===== src/rtl/input_conditioner.sv =====
// Button front end: 2-flop synchronizer, integrating debounce, press pulses, pause and
// per-player direction masking. Define PAUSE_TOGGLE_EN for press-to-toggle pause.
module input_conditioner #(
   parameter int unsigned DEBOUNCE_CYCLES = 250000,
   parameter int unsigned CNT_W           = 20
) (
   input  logic       clk,
   input  logic       rst_n,
   input  logic [4:0] btn_raw,
   output logic [4:0] btn_level,
   output logic [4:0] btn_press,
   output logic       pause,
   output logic       A_up,
   output logic       A_down,
   output logic       B_up,
   output logic       B_down
);

   localparam logic [CNT_W-1:0] CntMax = CNT_W'(DEBOUNCE_CYCLES - 1);

   logic [4:0]       sync1_q, sync1_d;
   logic [4:0]       sync2_q, sync2_d;
   logic [CNT_W-1:0] cnt_q [5];
   logic [CNT_W-1:0] cnt_d [5];
   logic [4:0]       level_q, level_d;
   logic [4:0]       press_q, press_d;
   logic [3:0]       dir_q, dir_d;
   logic             pause_q, pause_d;

   always_ff @(posedge clk or negedge rst_n) begin
      if (!rst_n) begin
         sync1_q <= '0;
         sync2_q <= '0;
         level_q <= '0;
         press_q <= '0;
         dir_q   <= '0;
         pause_q <= 1'b0;
         for (int i = 0; i < 5; i++) begin
            cnt_q[i] <= '0;
         end
      end else begin
         sync1_q <= sync1_d;
         sync2_q <= sync2_d;
         level_q <= level_d;
         press_q <= press_d;
         dir_q   <= dir_d;
         pause_q <= pause_d;
         for (int i = 0; i < 5; i++) begin
            cnt_q[i] <= cnt_d[i];
         end
      end
   end

   always_comb begin
      sync1_d = btn_raw;
      sync2_d = sync1_q;
      level_d = level_q;
      for (int i = 0; i < 5; i++) begin
         cnt_d[i] = '0;
         // Count only while the synchronized pin disagrees; any agreement restarts it.
         if (sync2_q[i] != level_q[i]) begin
            if (cnt_q[i] == CntMax) begin
               level_d[i] = sync2_q[i];
            end else begin
               cnt_d[i] = cnt_q[i] + 1'b1;
            end
         end
      end
      press_d = level_d & ~level_q;
      // Opposing directions held together cancel to no move.
      dir_d = {level_q[3] & ~level_q[2], level_q[2] & ~level_q[3],
               level_q[1] & ~level_q[0], level_q[0] & ~level_q[1]};
`ifdef PAUSE_TOGGLE_EN
      pause_d = pause_q ^ press_q[4];
`else
      pause_d = level_q[4];
`endif
   end

   assign btn_level = level_q;
   assign btn_press = press_q;
   assign pause     = pause_q;
   assign A_up      = dir_q[3];
   assign A_down    = dir_q[2];
   assign B_up      = dir_q[1];
   assign B_down    = dir_q[0];

endmodule


===== config.mk =====
export PLATFORM = sky130hd
export DESIGN_NAME = input_conditioner
export DESIGN_NICKNAME = d
export VERILOG_FILES = /design/src/rtl/input_conditioner.sv
export SDC_FILE = /design/constraint.sdc
export NUM_CORES = 1
export LEC_CHECK = 0
export CORE_UTILIZATION = 41
export DETAILED_ROUTE_END_ITERATION = 10
export MAX_ROUTING_LAYER = met4
export SLEW_MARGIN = 20
export SYNTH_ARGS = -nofsm -noshare
export SYNTH_HDL_FRONTEND = slang
export SYNTH_SLANG_ARGS = --single-unit

===== constraint.sdc =====
create_clock -name clk -period 5.6 [get_ports clk]
set_input_delay 1.12 -clock clk [delete_from_list [all_inputs] [get_ports clk]]
set_output_delay 1.12 -clock clk [all_outputs]
set_load 0.02 [all_outputs]

==> metrics.txt <==
VDD IR max 0.211 mV; area post-placement 6260 sq um; CTS hold repair buffers 0; HP Class flip-flop to flip-flop; CP max stage cell clkdlybuf4s50_1; DR vias 4,245; ant diodes 0; Post-layout nets 620; type of origin of the critical path flip-flop; global-route wire length before repair 19.1 mm; die area 14,700 sq um; Detail Route Antenna Nets 0; Critical Path Sink Type output pin; worst skew pair latency 0.42 ns; critical path type flip-flop to output pin; drt wl/cell 13.9 um; Port Buffers 21; total CTS buffers 17; Leakage 2.73 nW; Power Density 295 nW/um^2; worst setup margin 2.92 ns; initial DRC count 322; sequential share of the synthesized area 53.6%; routed wire length 11.1 mm; cell taking the most area after synthesis dfrtp_1; number of remaining DRC errors 0; vias per inst 5.30; Max FO, Critical Path 6; GRT Util Overall 17.2%; GRT overflow 0; pre-CTS setup slack 3.03 ns; clock tree root buffer cell clkbuf_16; row cnt 43; skew final 0.00767 ns; Synth Net Count 583; CP delay by family, top buffers and inverters; vias in the first global route 4,115; post-synth cell types 45; max incr delay on CP 0.66 ns; largest cells by area after synthesis dfrtp_1 (54%), xnor2_1 (8.1%), nor2_1 (6.2%); H-Tree Level Count 4; Starting Density 42.0%; EDFF count, synth 0; ratio of final minimum period to clock period 47.8%; Core Region 13,900 sq um; fraction of registers with async set/reset 100%; outcome completed; post-synthesis cell count 571; CP Cell Sequence clkdlybuf4s50_1; CTS tree done; I/O pins 22; count leader, synth dfrtp_1; setup TNS 0 ns; WP data arrival 1.56 ns; CTS Buffer Depth 2; Final Max Tran Viols 0; Final Cell Area 6830 sq um; WP data required 4.48 ns; DR pass1 iterations 4; post-synth top area share 53.6%; Post-CTS Setup Inserts 0; FF+latch count, synth 125; fmax 373 MHz; Fillers 1,236; time the worst path needs with I/O delays and setup 2.68 ns; share of layout cells above drive strength 1 8.53%; clock transition at the registers of the reported paths 0.06 ns; Die X 121 um; maximum number of pins on one net before global-route repair 83; Final HPWL DP 7.35 mm; syn avg cell area 10.2 sq um; yosys warns 0; Primary FF master, synth dfrtp_1; Layout area overhead 17.1%; GPL Wtd Cong 0.784; Final Power 0.00201 W; Die Y 121 um; total clock sinks 125; Cell Area, Synth 5830 sq um; WP buf/inv 1; max_slew headroom 33.7%; Slew @ Worst Pin 0.985 ns; Synth top cells by count dfrtp_1 (125), nor2_1 (96), xnor2_1 (54), nand4_1 (34), nand3_1 (32); initial antenna violation count 0; unrepaired setup endpoints after global routing false; Final Hold Vio Count 0; Maximum Capacitance Violations 0; PostCTS Resize Cnt 0; Final Setup Violations 0
## placed cells by master, fill, tap and decap left out, types with 4 or more instances in the layout
cell	synthesis	routed
clkdlybuf4s50_1	0	20
dfrtp_1	125	125
nor4_1	26	26
clkinvlp_4	0	5
a21oi_1	13	13
o21ai_0	9	9
and4_1	7	7
nand4_1	34	34
and2_1	6	6
nand2_1	24	24
ha_1	5	5
clkbuf_16	0	17
nor3_1	23	23
inv_1	21	21
or4_1	6	6
xor2_1	23	23
nor2b_1	6	6
or3_1	7	7
mux2i_1	4	4
nor2_1	96	96
a31o_2	4	4
mux2_2	4	4
and3_1	6	6
xnor2_1	54	54
nand3_1	32	32
## logic make-up (layout without fill, tap and decap cells)
group	count (synthesis)	count (layout)	synth area share (%)
AO/OA/AOI/OAI	36	36	3.86
buffers and inverters	27	77	1.93
XOR/XNOR	77	77	11.6
adder cells (fa/ha/maj)	5	5	1.07
flip-flops	125	125	53.6
multiplexers	9	9	1.65
AND/OR/NAND/NOR	292	292	26.3
## metrics by stage
stage	utilization, %	hold WS [ns]	instances
6_report	49.2	0.348	801
5_1_grt	49.2	0.364	801
2_1_floorplan	-	0.331	571
3_5_place_dp	45.1	0.336	769
3_3_place_gp	45.1	0.334	769
4_1_cts	49.2	0.349	801
## where the power goes
| group | internal, W | switching, W | leakage (nW) |
|---|---|---|---|
| logic | 0.0000151 | 0.0000355 | 0.753 |
| clock network | 0.000632 | 0.000403 | 0.267 |
| registers | 0.000916 | 0.0000127 | 1.71 |
## path summary, 6_finish.rpt
path | endpoint | start | cells after the start | slack [ns]
max | btn_level[2] | btn_level[2]$_DFF_PN0_ | 1 | 2.92
min reg2reg | sync2_q[4]$_DFF_PN0_ | sync1_q[4]$_DFF_PN0_ | 0 | 0.35
min | sync2_q[4]$_DFF_PN0_ | sync1_q[4]$_DFF_PN0_ | 0 | 0.35
min in group asynchronous | cnt_q[62]$_DFF_PN0_ | rst_n | 1 | 0.75
max in group asynchronous | cnt_q[31]$_DFF_PN0_ | rst_n | 2 | 3.82
max reg2reg | cnt_q[38]$_DFF_PN0_ | cnt_q[20]$_DFF_PN0_ | 6 | 3.19
## state kept, by name, summed over array words and instances (netlist names)
| register | flops |
|---|---|
| btn_press | 5 |
| sync1_q | 5 |
| btn_level | 5 |
| dir_q | 4 |
| sync2_q | 5 |
| cnt_q | 100 |
| pause | 1 |
## final cells by class
cell class | instances | area [sq um] | area share, %
Timing Repair Buffer | 24 | 234 | 3.42
Clock buffer | 19 | 453 | 6.63
Tap cell | 180 | 225 | 3.30
Sequential cell | 125 | 3130 | 45.8
Multi-Input combinational cell | 419 | 2600 | 38.0
Inverter | 21 | 78.8 | 1.15
Clock inverter | 13 | 118 | 1.72
## metal layers
metal	wire, um	up-vias	global-route usage, %
met2	5170	59	25.7
li1	-	2095	-
met1	5430	2072	21.6
met4	207	0	8.64
met3	317	19	4.23
met5	0	-	-
(Power assumes the default switching activity.)
